`src/rtl/dot16_acc_sched.sv`:
```
// dot16_acc_sched: job sequencer for one ena-gated dot16 datapath. Streams N
// operand chunks through the datapath, follows them with a {valid,last} tag
// pipeline and folds the per-chunk results into a wide signed job sum.
// Optional feature macro: DOT16_SCHED_SAT_EN (saturating accumulation + out_ovf).
module dot16_acc_sched #(
   parameter int DATA_WIDTH  = 8,
   parameter int DOT_LATENCY = 3,
   parameter int CNT_WIDTH   = 8,
   parameter int ACC_WIDTH   = 32,
   localparam int RES_W      = 2*DATA_WIDTH+4
) (
   input  logic                 clk,
   input  logic                 rst,
   input  logic                 cfg_valid,
   output logic                 cfg_ready,
   input  logic [CNT_WIDTH-1:0] cfg_chunks,
   input  logic                 in_valid,
   output logic                 in_ready,
   output logic                 dp_ena,
   input  logic [RES_W-1:0]     dp_res,
   output logic                 out_valid,
   input  logic                 out_ready,
   output logic [ACC_WIDTH-1:0] out_data,
   output logic                 busy
`ifdef DOT16_SCHED_SAT_EN
   ,
   output logic                 out_ovf
`endif
);

   typedef enum logic [1:0] {IDLE, RUN, DRAIN} state_t;

   state_t                 state_q, state_d;
   logic [CNT_WIDTH-1:0]   cnt_q;
   logic [ACC_WIDTH-1:0]   acc_q;
   logic [DOT_LATENCY-1:0] tag_v_q;
   logic [DOT_LATENCY-1:0] tag_l_q;

   logic                   cfg_fire, cfg_zero, chunk_fire, chunk_last;
   logic                   retire, retire_last;
   logic [ACC_WIDTH-1:0]   res_ext;
   logic [ACC_WIDTH-1:0]   sum;

   assign cfg_fire    = cfg_valid && cfg_ready;
   assign cfg_zero    = (cfg_chunks == '0);
   assign chunk_fire  = in_valid && in_ready;
   assign chunk_last  = chunk_fire && (cnt_q == '0);
   assign retire      = dp_ena && tag_v_q[DOT_LATENCY-1];
   assign retire_last = retire && tag_l_q[DOT_LATENCY-1];
   assign res_ext     = ACC_WIDTH'($signed(dp_res));

`ifdef DOT16_SCHED_SAT_EN
   logic [ACC_WIDTH:0] sum_wide;
   logic               sat_hit;
   logic               job_ovf_q;

   assign sum_wide = {acc_q[ACC_WIDTH-1], acc_q} + {res_ext[ACC_WIDTH-1], res_ext};
   assign sat_hit  = (sum_wide[ACC_WIDTH] != sum_wide[ACC_WIDTH-1]);

   // Clamp to the signed range when the extra sign bit disagrees with the top bit
   always_comb begin
      sum = sum_wide[ACC_WIDTH-1:0];
      if (sat_hit) begin
         if (sum_wide[ACC_WIDTH]) sum = {1'b1, {(ACC_WIDTH-1){1'b0}}};
         else                     sum = {1'b0, {(ACC_WIDTH-1){1'b1}}};
      end
   end
`else
   assign sum = acc_q + res_ext;
`endif

   // State register
   always_ff @(posedge clk or negedge rst) begin
      if (!rst) state_q <= IDLE;
      else      state_q <= state_d;
   end

   // Next-state: a job enters RUN, leaves RUN on its last chunk, leaves DRAIN when that chunk retires
   always_comb begin
      state_d = state_q;
      case (state_q)
         IDLE:    if (cfg_fire && !cfg_zero) state_d = RUN;
         RUN:     if (chunk_last)            state_d = DRAIN;
         DRAIN:   if (retire_last)           state_d = IDLE;
         default: state_d = IDLE;
      endcase
   end

   // Handshake outputs: the whole pipe freezes while an unconsumed result is held
   always_comb begin
      cfg_ready = 1'b0;
      in_ready  = 1'b0;
      dp_ena    = 1'b0;
      busy      = (state_q != IDLE);
      if (state_q != IDLE) dp_ena = !(out_valid && !out_ready);
      if (state_q == RUN)  in_ready = dp_ena;
      if (state_q == IDLE) cfg_ready = rst && (!out_valid || out_ready);
   end

   // Chunk counter, tag pipeline, accumulator and result register
   always_ff @(posedge clk or negedge rst) begin
      if (!rst) begin
         cnt_q     <= '0;
         acc_q     <= '0;
         tag_v_q   <= '0;
         tag_l_q   <= '0;
         out_valid <= 1'b0;
         out_data  <= '0;
`ifdef DOT16_SCHED_SAT_EN
         job_ovf_q <= 1'b0;
         out_ovf   <= 1'b0;
`endif
      end else begin
         if (dp_ena) begin
            for (int i = DOT_LATENCY-1; i > 0; i--) begin
               tag_v_q[i] <= tag_v_q[i-1];
               tag_l_q[i] <= tag_l_q[i-1];
            end
            tag_v_q[0] <= chunk_fire;
            tag_l_q[0] <= chunk_last;
         end

         if (cfg_fire) begin
            acc_q <= '0;
            if (!cfg_zero) cnt_q <= cfg_chunks - CNT_WIDTH'(1);
         end else if (chunk_fire && (cnt_q != '0)) begin
            cnt_q <= cnt_q - CNT_WIDTH'(1);
         end

         if (retire) acc_q <= retire_last ? '0 : sum;

         if (retire_last) begin
            out_valid <= 1'b1;
            out_data  <= sum;
         end else if (cfg_fire && cfg_zero) begin
            out_valid <= 1'b1;
            out_data  <= '0;
         end else if (out_valid && out_ready) begin
            out_valid <= 1'b0;
         end

`ifdef DOT16_SCHED_SAT_EN
         if (cfg_fire) begin
            job_ovf_q <= 1'b0;
            out_ovf   <= 1'b0;
         end else if (retire) begin
            job_ovf_q <= retire_last ? 1'b0 : (job_ovf_q || sat_hit);
            if (retire_last) out_ovf <= job_ovf_q || sat_hit;
         end
`endif
      end
   end

endmodule

```
`config.mk`:
```
export PLATFORM = sky130hd
export DESIGN_NAME = dot16_acc_sched
export DESIGN_NICKNAME = d
export VERILOG_FILES = /design/src/rtl/dot16_acc_sched.sv
export SDC_FILE = /design/constraint.sdc
export NUM_CORES = 1
export LEC_CHECK = 0
export CORE_UTILIZATION = 44
export DETAILED_ROUTE_END_ITERATION = 7
export PLACE_DENSITY = 0.73
export SLEW_MARGIN = 40
export SYNTH_ARGS = -nofsm -noshare
export SYNTH_HDL_FRONTEND = slang
export SYNTH_SLANG_ARGS = --single-unit
```
`constraint.sdc`:
```
create_clock -name clk -period 3.2 [get_ports clk]
set_input_delay 0.64 -clock clk [delete_from_list [all_inputs] [get_ports clk]]
set_output_delay 0.64 -clock clk [all_outputs]
set_load 0.005 [all_outputs]
```
# Word level (Yosys, flattened, before mapping)
# Index checks and enable logic that the tools add are counted.
[classes]
n_addsub = 3
n_eq_ne = 6
mux = 18
reduce_logical = 27
[ops]
columns = ["cell", "n"]
rows = [
  ["$mux 32", 5],
  ["$add 32x32->32", 1],
  ["$mux 8", 3],
  ["$logic_not 8->1", 2],
  ["$sub 8x1->8 const B", 2],
  ["$logic_and 1x1->1", 11],
  ["$ne 2x2->1 const B", 4],
  ["$reduce_bool 2->1", 4],
  ["$reduce_bool 8->1", 1],
  ["$mux 1", 6],
  ["$mux 2", 3],
  ["$pmux 2 s3", 1],
  ["$logic_not 1->1", 4],
  ["$reduce_and 3->1", 1],
  ["$reduce_bool 3->1", 1],
  ["$eq 2x1->1 const B", 1],
  ["$eq 2x2->1 const B", 1],
  ["$logic_not 2->1", 1],
  ["$reduce_and 2->1", 1],
  ["$logic_or 1x1->1", 1],
]
[totals]
regBits = 81
in_bits = 33
output_inout_bits = 37

# Longest topological paths before layout
# Gate-level depths: netlist of run 1.
[depth]
ltp_word = 9
depth_mapped = 11
ltp_nobuf = 11

# Least setup slack after synthesis of run 1
# OpenSTA, ideal clock, no wires.
[synth_path]
path_kind = "input to register"
startpoint = "input dp_res[0]"
endpoint = "register acc_q[26]"
setup_time_ns = 0.069
arrival_time_ns = 2.767
required_ns = 3.131
slack_ns = 0.364
cell_stages = 11
path_cell_list = "ha_1 > inv_1 > fa_1 > nor2b_1 > o2111ai_1 > a311o_2 > a21oi_2 > a2111o_1 > a21oi_4 > or4_1 > nand3_1"
[synth_between]
elab_chain_cells = 3
[synth_lines]
columns = ["item", "line_no", "rtl"]
rows = [
  ["start, declared", "20", "input logic [RES_W-1:0] dp_res,"],
  ["$add 32x32->32", "69", "assign sum = acc_q + res_ext;"],
  ["$mux 32 (2 in series)", "130", "if (retire) acc_q <= retire_last ? '0 : sum;"],
  ["end signal, assigned", "130", ""],
  ["end, declared", "35", "logic [ACC_WIDTH-1:0] acc_q;"],
]
# Every way passes these cells.
# A chain may end at the register's enable or synchronous reset.

# Worst setup path after layout of run 1
[layout_path]
startpoint = "input dp_res[10]"
endpoint = "register acc_q[30]"
# The elaborated chain is that of the path after synthesis.

==> results of run 1 <==
[registers in the layout, summed over array words and instances, names as in the netlist]
name       count
out_valid      1
tag_l_q        3
tag_v_q        3
cnt_q          8
state_q        2
acc_q         32
out_data      32
[Yosys cell counts (3+ instances only)]
cell	number	area share
a211oi_1	6	0.0087
xnor2_1	17	0.029
clkbuf_1	18	0.013
nand4_1	11	0.013
nor2b_1	4	0.0048
or4_1	4	0.0058
a31oi_1	8	0.0096
nand2_1	47	0.034
a2111oi_0	3	0.0051
a21oi_1	42	0.040
nor4_1	3	0.0036
nand2b_1	3	0.0036
or2_2	4	0.0048
mux2i_1	7	0.013
and4_1	3	0.0051
nor3_1	12	0.012
mux2_2	5	0.011
inv_1	10	0.0072
nand3_1	11	0.011
o31ai_1	3	0.0043
and3_1	5	0.0060
dfrtp_1	81	0.39
a21o_1	17	0.025
o21ai_0	32	0.031
a22oi_1	5	0.0072
or3_1	4	0.0048
nor2_1	42	0.030
o21ai_1	4	0.0038
a22o_1	40	0.067
xor2_1	8	0.013
buf_2	3	0.0029
ha_1	32	0.077
o21a_1	11	0.016
o211ai_1	5	0.0072
[kinds of logic (layout without fill, tap and decap cells)]
kind of cell    Yosys count  in the layout
simple gates            161            161
compound gates          204            205
fa+ha+maj                33             33
xor+xnor                 25             25
mux                      12             12
buf+inv                  38            165
flops                    81             81
[stage by stage]
stage / hold slack (ns) / instances / power [uW] / setup TNS, ns / setup slack [ns]
6_report: 0.363 / 825 / 6610 / 0 / 0.172
5_1_grt: 0.389 / 825 / 7130 / 0 / 0.0142
4_1_cts: 0.360 / 821 / 6550 / 0 / 0.00973
3_5_place_dp: 0.474 / 806 / 5490 / -3.77 / -0.341
3_3_place_gp: 0.466 / 806 / 5370 / -3.02 / -0.276
2_1_floorplan: 0.344 / 554 / 4160 / 0 / 0.364
[power breakdown]
part           total (uW)  internal, uW  switching [uW]
Combinational        3920          1920            2000
Clock                1010           600             410
Sequential           1680          1410             267
Total                6610          3930            2670
[final timing paths]
kind                                           from                  endpoint  slack, ns  cells past startpoint
max                                      dp_res[10]     acc_q[30]$_DFFE_PN0P_       0.17                     11
min                                             rst  out_data[31]$_DFFE_PN0P_       0.36                      2
max reg2reg                    acc_q[0]$_DFFE_PN0P_  out_data[26]$_DFFE_PN0P_       0.37                     11
min reg2reg                out_data[21]$_DFFE_PN0P_  out_data[21]$_DFFE_PN0P_       0.48                      2
max in group asynchronous                       rst  out_data[17]$_DFFE_PN0P_       1.78                      3
min in group clk           out_data[21]$_DFFE_PN0P_  out_data[21]$_DFFE_PN0P_       0.48                      2
[worst max-delay path: stages]
cell and delay (ns):
clkdlybuf4s50_1 0.41, ha_1 0.37, a21oi_1 0.21, a21boi_0 0.21
o21ai_4 0.19, a21oi_2 0.08, a2111o_1 0.42, buf_4 0.17
a21oi_1 0.26, mux2i_1 0.23, nand2_1 0.06
[routing by layer]
layer / global-route usage / part of all wire / routed length, microns
met4: 0.0960 / 0.020 / 280
met2: 0.388 / 0.47 / 6650
met5: 0 / 0 / 0
met3: 0.0552 / 0.065 / 912
met1: 0.310 / 0.44 / 6270
[layout make-up]
type	count	area, sq um
clock buffers	12	236
clock inverters	3	42.5
fillers	971	4670
inverters	10	37.5
multi-input cells	436	3020
flip-flops and latches	81	2030
well taps	143	179
repair buffers	140	1250
[what timing repair did]
action                                  in CTS  in global routing
endpoints found under the setup margin       0                 13
buffers inserted                             0                  3
gates resized for setup                      0                  9
==> results.tsv, run 1 <==
metric	value	unit
cts.sinks	81	
dieArea	12300	sq um
cts_made_buffers	9	
synthFlopType	dfrtp_1	
synth_compound_area_frac	0.278	
rows	39	
place.gp.congestion	0.899	
holdBufCountCts	0	
ys_ff_latch	81	
rsz0062_at_grt	false	
avgViaCountPerCell	5.95	
finalCritPeriodShare	0.946	
critPathLaunchType	primary input	
maxSlewViolCount	0	
cp.required	3.43	ns
dp_hpwl	10.2	mm
critical_path_class	in2reg	
irDropWorstVdd	0.668	mV
arrival	3.25	ns
hp-class	in2async	
status	finished, final reports clean	
synth.area.mux_share	0.0243	
track_usage	0.240	
start_util	0.454	
fp.dieW	111	microns
postSynthCellCount	554	
synth_top_family_by_area	compound AO/OA/AOI/OAI gates	
synth_xor_area_frac	0.0421	
clkSlewWorstSetupHoldPaths	0.06	ns
hold_violations	0	
ys_seq_area_frac	0.390	
drt_iter0_drc	329	
maxCapViolCount	0	
synthAdderAreaFrac	0.0808	
grt_overflow_total	0	
finish.instance_area	6800	sq um
dieHeight	111	microns
antenna_found_initial	0	
layout_common_cells	dfrtp_1 (81), buf_4 (70), clkdlybuf4s50_1 (66), nand2_1 (47), nor2_1 (41)	
cts-root-buf	clkbuf_16	
numPortBuffers	69	
antenna_left	0	
cts_tree	yes	
core	11500	sq um
fin_nets	744	
synthSimpleGateAreaFrac	0.149	
setup_viol	0	
grt_pass1_wl	23.7	mm
grt_max_degree	57	
ios	70	
cp-end-kind	flop	
via_count	4907	
synth.avg_cell_area	9.39	sq um
grt_pass1_vias	4918	
htreeDepth	3	
synth.distinct_cells	69	
drive_above_1_share	0.163	
wl_per_cell	17.1	microns
clk_latency	0.34	ns
fin_crit	3.03	ns
synth-edff-count	0	
ys_async_sr_fraction	1.00	
yosysWarnings	0	
drc	0	
layout_commonest_cell	dfrtp_1	
post-route-util	0.593	
drt-total-wl	14.1	mm
syn_nets	620	
timing.slew.headroom	0.503	
area_delta_synth_final	30.7	%
cts_buffer_depth	2	
tightest_slew	0.746	ns
placed_cell_area	6460	sq um
power.leakage	0.00314	uW
power.density	972	nW/um^2
crit_fanout	6	
max_freq	0.330	GHz
drtPass1Iterations	5	
mappedNetlistArea	5200	sq um
worst_clock_skew	0.00757	ns
antennaDiodeCount	0	
(Power assumes the default switching activity.)
==> run 2: changes to the inputs <==
--- a/config.mk
+++ b/config.mk
@@ -7,6 +7,7 @@
 export LEC_CHECK = 0
 export CORE_UTILIZATION = 44
 export DETAILED_ROUTE_END_ITERATION = 7
+export HOLD_SLACK_MARGIN = 0.15
 export PLACE_DENSITY = 0.73
 export SLEW_MARGIN = 40
 export SYNTH_ARGS = -nofsm -noshare
==> constraint.sdc (replaced) <==
create_clock -name clk -period 3.49 [get_ports clk]
set_input_delay 0.698 -clock clk [delete_from_list [all_inputs] [get_ports clk]]
set_output_delay 0.698 -clock clk [all_outputs]
set_load 0.005 [all_outputs]
==> run 2 against run 1 <==
  * Worst hold slack improved by 0.057 ns
  * Combinational power fell by 17%
  * Clock-buffer cell count fell by 2
  * Critical path depth rose by 1
  * Sequential share of layout area rose by 1.7 points
  * First-iteration DRC count fell by 0.91%
  * Power fell by 14%
  * Die area did not move
  * Global-route usage fell by 1.0 points
  * Via count fell by 4.5%
  * Highest routed layer unchanged
  * Worst setup slack improved by 0.034 ns
  * Sequential cell count did not move
==> results.tsv, run 2 (synthesized netlist as in run 1, its figures left out) <==
metric	value	unit	change
cts_tree	yes		unchanged
power.density	881	nW/um^2	was 972 nW/um^2
hp-class	in2async		unchanged
rrSetupSlack	0.71	ns	was 0.37 ns
cp.required	3.76	ns	was 3.43 ns
fin_nets	701		was 744
drtPass1Iterations	4		was 5
post-cts-setup-buffers	0		unchanged
core	11500	sq um	unchanged
cts_repair_resize_count	0		unchanged
critPathLaunchType	primary input		unchanged
grt_overflow_total	0		unchanged
drt_iter0_drc	326		was 329
clk_latency	0.35	ns	was 0.34 ns
irDropWorstVdd	0.560	mV	was 0.668 mV
grt_max_degree	53		was 57
numPortBuffers	69		unchanged
rsz0062_at_grt	false		unchanged
avgViaCountPerCell	5.99		was 5.95
drt-total-wl	13.4	mm	was 14.1 mm
antenna_found_initial	0		unchanged
track_usage	0.229		was 0.240
wl_per_cell	17.1	microns	about the same
cts_made_buffers	9		unchanged
antenna_left	0		unchanged
tightest_slew	0.739	ns	was 0.746 ns
max_freq	0.305	GHz	
cts-root-buf	clkbuf_16		unchanged
reg_top3	acc_q: 32 flops, out_data: 32 flops, cnt_q: 8 flops		unchanged
critical_path_class	in2reg		unchanged
drive_above_1_share	0.105		was 0.163
grt_pass1_wl	22.8	mm	was 23.7 mm
area_delta_synth_final	23.4	%	was 30.7%
r2r_cells	11		unchanged
total_power	5660	uW	was 6610 uW
crit_fanout	9		was 6
finish.instance_area	6420	sq um	was 6800 sq um
r2r_end	acc_q[26]$_DFFE_PN0P_		was out_data[26]$_DFFE_PN0P_
layout_commonest_cell	dfrtp_1		unchanged
grt_pass1_vias	4654		was 4918
final_cells	783		was 825
ios	70		unchanged
dp_hpwl	9.72	mm	was 10.2 mm
rows	39		unchanged
via_count	4687		was 4907
placed_cell_area	6160	sq um	was 6460 sq um
start_util	0.454		unchanged
n_fill_cell	1029		was 971
setup_viol	0		unchanged
hold_violations	0		unchanged
fp.dieW	111	microns	unchanged
maxSlewViolCount	0		unchanged
drc	0		unchanged
dieHeight	111	microns	unchanged
layout_common_cells	dfrtp_1 (81), clkdlybuf4s50_1 (68), nand2_1 (47), nor2_1 (41)		was dfrtp_1 (81), buf_4 (70), clkdlybuf4s50_1 (66), nand2_1 (47), nor2_1 (41)
power.leakage	0.00291	uW	was 0.00314 uW
cp-end-kind	flop		unchanged
placed_cells	767		was 806
fin_crit	3.28	ns	
post-route-util	0.560		was 0.593
timing.slew.headroom	0.507		was 0.503
final.setup.tns	0	ns	unchanged
critical_path.startpoint	dp_res[0]		was dp_res[10]
cp-endpoint	acc_q[26]$_DFFE_PN0P_		was acc_q[30]$_DFFE_PN0P_
clkSlewWorstSetupHoldPaths	0.06	ns	about the same
status	finished, final reports clean		unchanged
htreeDepth	3		unchanged
holdBufCountCts	0		unchanged
reg2reg_from	acc_q[0]$_DFFE_PN0P_		unchanged
maxCapViolCount	0		unchanged
antennaDiodeCount	0		unchanged
place.gp.congestion	0.902		was 0.899
cts.sinks	81		unchanged
finalCritPeriodShare	0.941		
dieArea	12300	sq um	unchanged
worst_clock_skew	0.00937	ns	was 0.00757 ns
arrival	3.56	ns	was 3.25 ns
cts_buffer_depth	2		unchanged
-- run 2: metrics by stage --
stage	hold WS [ns]	setup slack, ns
5_1_grt	0.450	0.00320
3_5_place_dp	0.470	-0.153
2_1_floorplan	0.402	0.596
4_1_cts	0.431	0.199
6_report	0.420	0.206
3_3_place_gp	0.467	-0.0774
-- run 2: layer usage --
| metal | up-vias | track usage | part of all wire |
|---|---|---|---|
| met3 | 17 | 0.0607 | 0.064 |
| met4 | 0 | 0.0747 | 0.016 |
| li1 | 2256 | - | - |
| met2 | 145 | 0.343 | 0.45 |
| met1 | 2269 | 0.323 | 0.47 |
| met5 | - | 0 | 0 |
-- run 2: how the worst min path moves through the flow --
| stage | from | endpoint | slack (ns) | depth (start not counted) |
|---|---|---|---|---|
| 6_report | rst | acc_q[21]$_DFFE_PN0P_ | 0.42 | 2 |
| 5_1_grt | rst | acc_q[21]$_DFFE_PN0P_ | 0.45 | 2 |
| 3_3_place_gp | out_data[23]$_DFFE_PN0P_ | out_data[23]$_DFFE_PN0P_ | 0.47 | 2 |
| 4_1_cts | rst | acc_q[22]$_DFFE_PN0P_ | 0.43 | 2 |
| 2_1_floorplan | rst | acc_q[0]$_DFFE_PN0P_ | 0.40 | 0 |
| 3_5_place_dp | out_data[27]$_DFFE_PN0P_ | out_data[27]$_DFFE_PN0P_ | 0.47 | 2 |
-- run 2: where the power goes --
group / internal [uW] / total (uW) / switching (uW)
Sequential: 1290 / 1540 / 249
Combinational: 1520 / 3250 / 1730
Clock: 477 / 868 / 391
Total: 3290 / 5660 / 2370
-- run 2: critical path: stages --
cell and delay [ns]:
clkdlybuf4s50_1 0.49, ha_1 0.17, inv_1 0.06, fa_1 0.38
nor2b_1 0.18, o2111ai_1 0.15, a311o_2 0.37, a21oi_2 0.20
a2111o_1 0.23, a21oi_4 0.12, or4_1 0.42, nand3_1 0.09
-- run 2: final cells by class --
| class | instances | area, sq um | share of cell area |
|---|---|---|---|
| multi-input cells | 435 | 3000 | 0.467 |
| inverters | 10 | 37.5 | 0.00584 |
| well taps | 143 | 179 | 0.0279 |
| flip-flops and latches | 81 | 2030 | 0.316 |
| clock inverters | 6 | 35.0 | 0.00545 |
| clock buffers | 10 | 229 | 0.0357 |
| repair buffers | 98 | 918 | 0.143 |
==> run 3: changes to the inputs <==
--- a/config.mk
+++ b/config.mk
@@ -5,11 +5,11 @@
 export SDC_FILE = /design/constraint.sdc
 export NUM_CORES = 1
 export LEC_CHECK = 0
+export CORE_MARGIN = 5
 export CORE_UTILIZATION = 44
 export DETAILED_ROUTE_END_ITERATION = 7
 export HOLD_SLACK_MARGIN = 0.15
 export PLACE_DENSITY = 0.73
-export SLEW_MARGIN = 40
 export SYNTH_ARGS = -nofsm -noshare
 export SYNTH_HDL_FRONTEND = slang
 export SYNTH_SLANG_ARGS = --single-unit
==> run 3 against run 2 <==
  * Sequential power is essentially flat
  * Critical path depth stayed put
  * Combinational power hardly changed
  * Largest cell class unchanged
==> results.tsv, run 3 (synthesized netlist as in run 1, its figures left out) <==
metric	value	unit	change
drt_iter0_drc	271		was 326
via_count	4623		was 4687
timing.slew.headroom	0.532		was 0.507
status	finished, final reports clean		unchanged
cts-root-buf	clkbuf_16		unchanged
holdBufCountCts	0		unchanged
wl_per_cell	17.5	microns	was 17.1 microns
r2r_cells	11		unchanged
critPathLaunchType	primary input		unchanged
total_power	5860	uW	was 5660 uW
critical_path_class	in2reg		unchanged
drc	0		unchanged
p_seq_frac	0.263		was 0.273
cts_buffer_depth	2		unchanged
cts_made_buffers	9		unchanged
hp-class	in2async		unchanged
worst_clock_skew	0.00926	ns	was 0.00937 ns
drive_above_1_share	0.105		unchanged
max_freq	0.304	GHz	was 0.305 GHz
layout_common_cells	dfrtp_1 (81), clkdlybuf4s50_1 (68), nand2_1 (47), nor2_1 (41)		unchanged
layout_commonest_cell	dfrtp_1		unchanged
use_met3	0.0492		was 0.0607
tightest_slew	0.703	ns	was 0.739 ns
drt-total-wl	13.7	mm	was 13.4 mm
maxSlewViolCount	0		unchanged
place.gp.congestion	0.903		was 0.902
crit_fanout	9		unchanged
met1_usage	0.277		was 0.323
busiest_layer	met2		unchanged
power.switching	2360	uW	was 2370 uW
reg_top3	acc_q: 32 flops, out_data: 32 flops, cnt_q: 8 flops		unchanged
ios	70		unchanged
antenna_left	0		unchanged
finalCritPeriodShare	0.942		was 0.941
cp.required	3.77	ns	was 3.76 ns
grt_overflow_total	0		unchanged
core	11500	sq um	about the same
cts.sinks	81		unchanged
clkSlewWorstSetupHoldPaths	0.06	ns	about the same
power.leakage	0.00295	uW	was 0.00291 uW
power.density	903	nW/um^2	was 881 nW/um^2
grt_pass1_vias	4607		was 4654
start_util	0.452		was 0.454
cp-end-kind	flop		unchanged
fp.dieW	119	microns	was 111 microns
power.share.switching	0.402		was 0.419
use_met2	0.306		was 0.343
track_usage	0.198		was 0.229
antennaDiodeCount	0		unchanged
p_int	3510	uW	was 3290 uW
avgViaCountPerCell	5.90		was 5.99
setup_viol	0		unchanged
drtPass1Iterations	4		unchanged
clk_latency	0.35	ns	about the same
post-route-util	0.564		was 0.560
antenna_found_initial	0		unchanged
fin_crit	3.29	ns	was 3.28 ns
dieArea	14100	sq um	was 12300 sq um
htreeDepth	3		unchanged
p_comb_frac	0.557		was 0.574
power.clock.fraction	0.180		was 0.153
grt_pass1_wl	22.9	mm	was 22.8 mm
fin_nets	702		was 701
arrival	3.56	ns	about the same
area_delta_synth_final	24.9	%	was 23.4%
rows	39		unchanged
n_fill_cell	1031		was 1029
maxCapViolCount	0		unchanged
dp_hpwl	10.0	mm	was 9.72 mm
cts_tree	yes		unchanged
dieHeight	119	microns	was 111 microns
numPortBuffers	69		unchanged
post-cts-setup-buffers	0		unchanged
rsz0062_at_grt	false		unchanged
cts_repair_resize_count	0		unchanged
irDropWorstVdd	0.379	mV	was 0.560 mV
hold_violations	0		unchanged
grt_max_degree	50		was 53
==> run 3: changes by cell type in the layout (fill, tap and decap cells not counted) <==
cell / previous run / this run
buf_4: 29 / 30
bufinv_16: 0 / 2
clkbuf_8: 0 / 3
clkinv_2: 4 / 0
clkinvlp_4: 2 / 0
==> run 3: cell type report <==
class | count | area (sq um) | area share
multi-input combinational | 435 | 3000 | 0.461
sequential | 81 | 2030 | 0.312
timing repair buffer | 99 | 926 | 0.143
clock buffer | 13 | 270 | 0.0416
tap | 143 | 179 | 0.0275
clock inverter | 2 | 60.1 | 0.00924
inverter | 10 | 37.5 | 0.00578
==> run 3: final timing paths <==
check	from	endpoint	slack (ns)
worst max-delay path	dp_res[0]	acc_q[24]$_DFFE_PN0P_	0.20
worst max register to register	acc_q[0]$_DFFE_PN0P_	acc_q[24]$_DFFE_PN0P_	0.73
worst min register to register	out_data[21]$_DFFE_PN0P_	out_data[21]$_DFFE_PN0P_	0.48
min in group clk	out_data[21]$_DFFE_PN0P_	out_data[21]$_DFFE_PN0P_	0.48
max in group asynchronous	rst	acc_q[17]$_DFFE_PN0P_	2.05
worst min-delay path	rst	out_data[23]$_DFFE_PN0P_	0.43
==> run 3: power by group through the flow <==
stage,Combinational (uW),Sequential (uW),Clock (uW)
2_1_floorplan,2320,1490,0
3_3_place_gp,3150,1540,0
3_5_place_dp,3240,1550,0
4_1_cts,3250,1540,1080
5_1_grt,3620,1590,1120
6_report,3260,1540,1050
==> run 3: metrics by stage <==
stage,cells,TNS [ns],worst slack [ns],hold slack [ns],cell area (sq um)
CTS,783,0,0.237,0.446,6500
global route,783,0,0.109,0.465,6500
finish,783,0,0.204,0.431,6500
global placement,768,-0.272,-0.0651,0.465,6170
floorplan,554,0,0.596,0.402,5200
detailed placement,768,-0.588,-0.116,0.471,6170
==> run 3: critical path, cell delays in order <==
cell,delay [ns]
clkdlybuf4s50_1,0.51
ha_1,0.17
inv_1,0.05
fa_1,0.38
nor2b_1,0.19
o2111ai_1,0.15
a311o_2,0.37
a21oi_2,0.19
a2111o_1,0.23
a21oi_4,0.12
or4_1,0.41
nand3_1,0.09
==> run 3: per-layer routing <==
metal  part of all wire  routed length, microns
met5                  0                       0
met4              0.012                     168
met3              0.055                     753
met2               0.45                    6160
met1               0.48                    6600
